`src/rtl/result_pack.sv`:
```
// Result packer: gathers 16-bit PE results (quad or serial) into 64-bit words and
// writes them to the result RAM over a valid/ready port, flushing partial words on done.
module result_pack #(
   parameter int ADDR_W = 12
) (
   input  logic              clk,
   input  logic              rstn,
   input  logic              start_pos,
   input  logic              done,
   input  logic [1:0]        mode,
   input  logic [ADDR_W-1:0] base_addr,
   input  logic              in_valid,
   output logic              in_ready,
   input  logic [15:0]       res_0,
   input  logic [15:0]       res_1,
   input  logic [15:0]       res_2,
   input  logic [15:0]       res_3,
   output logic              wr_valid,
   input  logic              wr_ready,
   output logic [63:0]       wr_data,
   output logic [ADDR_W-1:0] wr_addr,
   output logic [7:0]        wr_strb,
   output logic              busy,
   output logic              flush_done,
   output logic [1:0]        dbg_state
);

   // Handshakes: a beat transfers on a rising clk edge where in_valid && in_ready;
   // a word transfers on a rising clk edge where wr_valid && wr_ready. Once raised,
   // wr_valid holds with wr_data/wr_addr/wr_strb stable until the transfer.

   typedef enum logic [1:0] {
      ST_IDLE  = 2'd0,
      ST_PACK  = 2'd1,
      ST_FLUSH = 2'd2,
      ST_DRAIN = 2'd3
   } state_t;

   localparam logic [1:0] MODE_S16 = 2'b01;
   localparam logic [1:0] MODE_S8  = 2'b10;

   state_t              state_q, state_d;
   logic [1:0]          mode_q, mode_d;
   logic [ADDR_W-1:0]   addr_q, addr_d;
   logic [63:0]         acc_q, acc_d;
   logic [2:0]          cnt_q, cnt_d;
   logic                wr_valid_q, wr_valid_d;
   logic [63:0]         wr_data_q, wr_data_d;
   logic [7:0]          wr_strb_q, wr_strb_d;
   logic                flush_done_q, flush_done_d;

   logic [63:0]         beat_word;
   logic                completes;
   logic [2:0]          fill_bytes;
   logic [7:0]          part_strb;
   logic                accept;
   logic                wr_fire;

   // Merge the incoming beat into the accumulator at the slot selected by cnt.
   always_comb begin
      beat_word = acc_q;
      completes = 1'b0;
      case (mode_q)
         MODE_S16: begin
            beat_word[{cnt_q[1:0], 4'b0000} +: 16] = res_0;
            completes = (cnt_q[1:0] == 2'd3);
         end
         MODE_S8: begin
            beat_word[{cnt_q, 3'b000} +: 8] = res_0[7:0];
            completes = (cnt_q == 3'd7);
         end
         default: begin
            beat_word = {res_3, res_2, res_1, res_0};
            completes = 1'b1;
         end
      endcase
   end

   // Bytes already filled in a partial word; quad16 never leaves a partial word.
   always_comb begin
      fill_bytes = 3'd0;
      case (mode_q)
         MODE_S16: fill_bytes = {cnt_q[1:0], 1'b0};
         MODE_S8:  fill_bytes = cnt_q;
         default:  fill_bytes = 3'd0;
      endcase
      part_strb = ~(8'hFF << fill_bytes);
   end

   assign in_ready = (state_q == ST_PACK) && (!completes || !wr_valid_q || wr_ready);
   assign accept   = in_valid && in_ready;
   assign wr_fire  = wr_valid_q && wr_ready;

   always_comb begin
      state_d      = state_q;
      mode_d       = mode_q;
      addr_d       = addr_q;
      acc_d        = acc_q;
      cnt_d        = cnt_q;
      wr_valid_d   = wr_valid_q;
      wr_data_d    = wr_data_q;
      wr_strb_d    = wr_strb_q;
      flush_done_d = 1'b0;

      // An accepted word frees the output register and advances the address.
      if (wr_fire) begin
         wr_valid_d = 1'b0;
         addr_d     = addr_q + 1'b1;
      end

      case (state_q)
         ST_IDLE: begin
            state_d = ST_IDLE;
         end
         ST_PACK: begin
            if (accept) begin
               if (completes) begin
                  wr_data_d  = beat_word;
                  wr_strb_d  = 8'hFF;
                  wr_valid_d = 1'b1;
                  acc_d      = 64'd0;
                  cnt_d      = 3'd0;
               end else begin
                  acc_d = beat_word;
                  cnt_d = cnt_q + 3'd1;
               end
            end
            if (done) begin
               state_d = ST_FLUSH;
            end
         end
         ST_FLUSH: begin
            if (cnt_q == 3'd0) begin
               state_d = ST_DRAIN;
            end else if (!wr_valid_q || wr_ready) begin
               wr_data_d  = acc_q;
               wr_strb_d  = part_strb;
               wr_valid_d = 1'b1;
               acc_d      = 64'd0;
               cnt_d      = 3'd0;
               state_d    = ST_DRAIN;
            end
         end
         ST_DRAIN: begin
            if (!wr_valid_q) begin
               flush_done_d = 1'b1;
               state_d      = ST_IDLE;
            end
         end
         default: begin
            state_d = ST_IDLE;
         end
      endcase

      // A new operation overrides everything, including a pending word or flush.
      if (start_pos) begin
         state_d      = ST_PACK;
         mode_d       = mode;
         addr_d       = base_addr;
         acc_d        = 64'd0;
         cnt_d        = 3'd0;
         wr_valid_d   = 1'b0;
         flush_done_d = 1'b0;
      end
   end

   always_ff @(posedge clk or negedge rstn) begin
      if (!rstn) begin
         state_q      <= ST_IDLE;
         mode_q       <= 2'b00;
         addr_q       <= '0;
         acc_q        <= 64'd0;
         cnt_q        <= 3'd0;
         wr_valid_q   <= 1'b0;
         wr_data_q    <= 64'd0;
         wr_strb_q    <= 8'd0;
         flush_done_q <= 1'b0;
      end else begin
         state_q      <= state_d;
         mode_q       <= mode_d;
         addr_q       <= addr_d;
         acc_q        <= acc_d;
         cnt_q        <= cnt_d;
         wr_valid_q   <= wr_valid_d;
         wr_data_q    <= wr_data_d;
         wr_strb_q    <= wr_strb_d;
         flush_done_q <= flush_done_d;
      end
   end

   assign wr_valid   = wr_valid_q;
   assign wr_data    = wr_data_q;
   assign wr_addr    = addr_q;
   assign wr_strb    = wr_strb_q;
   assign busy       = (state_q != ST_IDLE);
   assign flush_done = flush_done_q;
   assign dbg_state  = state_q;

endmodule

```
`config.mk`:
```
export PLATFORM = sky130hd
export DESIGN_NAME = result_pack
export DESIGN_NICKNAME = d
export VERILOG_FILES = /design/src/rtl/result_pack.sv
export SDC_FILE = /design/constraint.sdc
export NUM_CORES = 1
export LEC_CHECK = 0
export ABC_AREA = 0
export CAP_MARGIN = 20
export CORE_ASPECT_RATIO = 1.1
export CORE_MARGIN = 2
export CORE_UTILIZATION = 50
export CTS_CLUSTER_DIAMETER = 80
export DETAILED_ROUTE_END_ITERATION = 8
export PLACE_DENSITY = 0.79
export SLEW_MARGIN = 0
export SYNTH_ARGS = -nofsm -noshare
export SYNTH_HDL_FRONTEND = slang
export SYNTH_SLANG_ARGS = --single-unit
export TNS_END_PERCENT = 10
```
`constraint.sdc`:
```
create_clock -name clk -period 2.8 [get_ports clk]
set_clock_uncertainty 0.1 [all_clocks]
set_input_delay 0.84 -clock clk [delete_from_list [all_inputs] [get_ports clk]]
set_output_delay 0.84 -clock clk [all_outputs]
set_load 0.02 [all_outputs]
```
## Yosys cells after proc, flatten, opt, wreduce, memory -nomap -nowiden

Cells that the tools add are included.

- Reductions and logical operators: 17
- Equality and inequality tests: 17
- Bitwise gates (word level): 1
- Shifts and indexed selects: 5
- Add/sub/neg operators: 4
- Muxes and demuxes: 45

Operators by type and width:

| operator | number |
|---|---|
| $mux 64 | 9 |
| $pmux 64 s2 | 3 |
| $bwmux 64 | 2 |
| $shift 16x8->64 const A | 1 |
| $shift 8x8->64 const A | 1 |
| $shiftx 16x8->64 | 1 |
| $shiftx 8x8->64 | 1 |
| $mux 8 | 4 |
| $mux 12 | 2 |
| $neg 6->8 | 2 |
| $pmux 8 s2 | 1 |
| $mux 3 | 5 |
| $ne 3x3->1 const B | 5 |
| $add 12x1->12 const B | 1 |
| $pmux 3 s2 | 2 |
| $mux 2 | 5 |
| $mux 1 | 9 |
| $eq 2x2->1 const B | 4 |
| $ne 2x2->1 const B | 4 |
| $not 8->8 | 1 |
| $pmux 2 s4 | 1 |
| $shl 8x3->8 const A | 1 |
| $reduce_bool 2->1 | 3 |
| $reduce_and 5->1 | 1 |
| other kinds (13) | 20 |

- Register bits after elaboration: 157
- Logic and storage cells: 98
- Input port bits: 84

## Longest topological paths before layout

- Depth in word-level cells: 10
- Gate-level depth with buffers: 11

## Worst setup path before layout

Ideal clock, no wire load.

- Kind: flip-flop to flip-flop
- Start point: register cnt_q[1]
- End point: register acc_q[30]
- Library setup time: 130 ps
- Slack: 201 ps
- Stages on the path, launching flop included: 10
- Arrival time: 2369 ps
- Required time: 2570 ps
- Buffers on the path: 2
- Cells stage by stage: dfrtp_1 -> buf_2 -> inv_1 -> ha_1 -> ha_1 -> clkbuf_1 -> o311ai_1 -> a22o_1 -> a31oi_1 -> o21ai_0

- Word-level cells in the longest chain between the ends: 9

Ends and longest elaborated chain:

| item | line | text |
|---|---|---|
| start: declaration | 46 | `logic [2:0] cnt_q, cnt_d;` |
| start signal: assignment | 183 | `cnt_q <= cnt_d;` |
| parallel branches: the longest is 9 deep, another holds $neg 6->8 | n/a |  |
| end signal: assignment | 172 | `acc_q <= 64'd0;` |
| end signal: assignment | 182 | `acc_q <= acc_d;` |
| end: declaration | 45 | `logic [63:0] acc_q, acc_d;` |

Several ways; the timed one is not identified. The select of a mux whose other input is x is not followed.
A chain may end at the register's enable or synchronous reset.

## Worst setup path after layout

- Start point: register cnt_q[0]
- End point: output port in_ready

- Word-level cells in the longest chain between the ends: 6

Ends and longest elaborated chain:

| item | line | text |
|---|---|---|
| $eq 3x3->1 or $eq 2x2->1 (tied branches) | 70, 66 |  |
| $pmux 1 s2 * | 63 | `case (mode_q)` |
| $logic_not 1->1 * | 90 | `assign in_ready = (state_q == ST_PACK) && (!completes \|\| !wr_valid_q \|\| wr_ready);` |
| $logic_or 1x1->1 * (2 in a row) | 90 |  |
| $logic_and 1x1->1 * | 90 |  |
| end: declaration | 13 | `output logic in_ready,` |

Every way passes the cells marked *; elsewhere a longest branch is shown, timed or not.

==> results.txt <==
Synth Flop Type: dfrtp_1
P per Cell Area: 813 nW/um2
most common cell after layout, fill and taps aside: clkdlybuf4s50_1
Synthesized Nets: 1153
fraction of layout cells with a size suffix above 1: 13.5%
startpoint types: register
Via density: 6.22
Initial DRT Pass Iterations: 7
Final Max Slew Viols: 0
largest net degree at the start of global routing: 56
H-tree depth: 4
worst-path cell chain: ha_2, ha_2, a221oi_4, buf_6, nor2_1, nor2_1, buf_4
final worst slack: 34.9 ps
status: completed
Yosys warning count: 0
Post-Synth XOR/XNOR Area: 1.05%
total CTS buffers: 17
number of flops mapped to enable cells by yosys: 0
CTS Root Buffer Type: clkbuf_16
Adder-Cell Fraction of Synth Area: 1.91%
fin crit period: 2770 ps
slowest CP cell: dfrtp_1
Yosys reg bits: 157
wire per inst: 20.4 um
ANT nets after route: 0
top post-synthesis cells by area: dfrtp_1 43%, nand2_1 5.8%, o21ai_0 3.7%
vias in the first global route: 8881
final setup fails: 0
post-synthesis compound-gate area fraction: 26.9%
die area: 19400 um2
Port Buffers: 173
die width: 133 um
RSZ-0062 raised after global routing: yes
Critical Path RT: 1860 ps
gr ovfl total: 0
Crit Path Class: reg -> out
final layout net count: 1321
DRC viols: 0
path category of the worst min-delay check: in -> async
post-synth top area share: 42.9%
core area: 17800 um2
Final Cell Area: 12100 um2
multi-input logic area: 4710 um2
fraction of synthesized area in multiplexers: 1.46%
clock latency on the worst-skew pair: 430 ps
Fin. Hold Viols: 0
clock buffer depth: 2
Arr. time, crit path: 1830 ps
hpwl dp: 20.5 mm
Ports: 174
main combinational cell family by area after synthesis: compound AO/OA/AOI/OAI gates
CTS tree: done
Period Utilization, post-route: 98.8%
placer congestion estimate: 0.977
FMAX: 362 MHz
worst slew pin tran: 1030 ps
MaxCap Viol Count: 0
Sink Count: 157
Crit Path Max Fanout: 2
Initial Utilization: 51.5%
synth-to-layout area growth: 32.1%
Yosys top cell by area: dfrtp_1
Seq/Total Area, Yosys: 42.9%
Crit. End Element: primary output
register area: 3930 um2
Slew HR: 30.3%
Layout fillers: 1454
simple-gate share of the synthesized area: 19.4%
syn avg cell area: 8.69 um2
n_diodes: 0
Static Leak: 4.89 nW
worst slack, placed: -297 ps
Yosys cell types: 64
Post-synth ARST share: 100%
Die Y: 146 um
First DRT Iteration DRCs: 1108
initial antenna violation count: 0
Mapped Area: 9170 um2
row cnt: 51
VDD IR max: 0.524 mV
clock transition at the registers of the reported paths: 70 ps
Total Routing Usage GR: 31.2%
first-pass GRT wire length: 48.0 mm
Detailed Route WL: 30.0 mm
Post-Synthesis Cells: 1055
vias: 9162
Placed Area: 11500 um2
CP max stage delay: 400 ps
most frequent cells in the layout: 170 x clkdlybuf4s50_1, 157 x dfrtp_1, 141 x nand2_1
## power by group
group | internal (mW) | switching, mW | total [mW]
clock network | 1.20 | 0.964 | 2.16
logic | 1.99 | 2.39 | 4.38
registers | 2.89 | 0.413 | 3.30
## Yosys cell counts, types with 5 or more instances
library cell and count:
a22oi_1 16, o211ai_1 36, o221ai_1 9, a31oi_2 9, a21oi_1 48, mux2i_1 10, buf_1 10, clkbuf_1 63
o21ai_0 68, nand2_1 141, a221oi_1 9, o211ai_2 9, nand4_1 38, a31oi_1 50, nor2b_1 13, buf_2 24
o2bb2ai_1 7, and3_1 13, o2111ai_1 6, nor2_1 90, o2111ai_2 10, inv_1 32, xor2_1 7, o32a_1 7
ha_1 14, a221o_1 8, dfrtp_1 157, nand3_1 56, o21ai_1 20, a22o_1 13, nand2b_1 5
## flip-flops by register name, summed over array words and instances, names as in the netlist
name and flops:
wr_data 64, wr_strb 8, wr_valid 1, acc_q 64
wr_addr 12, cnt_q 3, dbg_state 2, mode_q 2
flush_done 1
## final timing paths
path,start,endpoint,slack (ps),depth (start not counted)
setup / recovery,cnt_q[0],in_ready,30,7
hold / removal,rstn,wr_data[8],270,1
setup reg to reg,cnt_q[0],acc_q[0],130,10
hold reg to reg,acc_q[9],acc_q[9],390,1
max in group asynchronous,rstn,acc_q[23],1710,2
min in group clk,acc_q[9],acc_q[9],390,1
## layout make-up
cell class	instances	share of cell area, %
clock buffers	22	3.92
inverters	32	0.992
flip-flops and latches	157	32.4
multi-input cells	761	38.9
repair buffers	254	20.8
clock inverters	10	0.527
well taps	238	2.46
## repair_timing
| action | in CTS | in global routing |
|---|---|---|
| setup buffers | 1 | 2 |
| hold buffers | 0 | 0 |
| setup endpoints to repair | 3 | 104 |
| endpoints found under the hold margin | 0 | 0 |
| pin swaps | 0 | 1 |
| resized for setup | 9 | 13 |
## cell families after synthesis
| logic type | Yosys count |
|---|---|
| AOI/OAI and AO/OA | 342 |
| xor gates and xnor gates | 11 |
| adders and majority gates | 14 |
| buffers and inverters | 137 |
| DFF | 157 |
| muxes | 13 |
| and+or+nand+nor | 381 |
## metrics by stage
step | hold slack, ps | TNS, ps | utilization, % | power, mW | std cells
finish | 273 | 0 | 68.0 | 9.85 | 1474
global route | 296 | -124 | 68.0 | 10.3 | 1474
CTS | 283 | 0 | 67.5 | 9.82 | 1470
detailed placement | 374 | -338 | 64.4 | 7.66 | 1437
global placement | 371 | -302 | 64.4 | 7.58 | 1437
floorplan | 356 | 0 | - | 5.62 | 1055
## metal layers
metal	global-route usage, %	vias up	share of wire, %
li1	-	4207	-
met1	41.9	4347	41
met2	48.5	513	46
met3	5.82	95	8.8
met4	15.8	0	4.8
met5	0	-	0
## worst max-delay path: cells and delay by family (launching register included)
kind,cells,cell delay (ps)
flip-flops,1,400
AO/OA/AOI/OAI,1,220
buffers and inverters,2,280
AND/OR/NAND/NOR,2,120
adder cells (fa/ha/maj),2,380
Power figures use the tool's default switching activity.
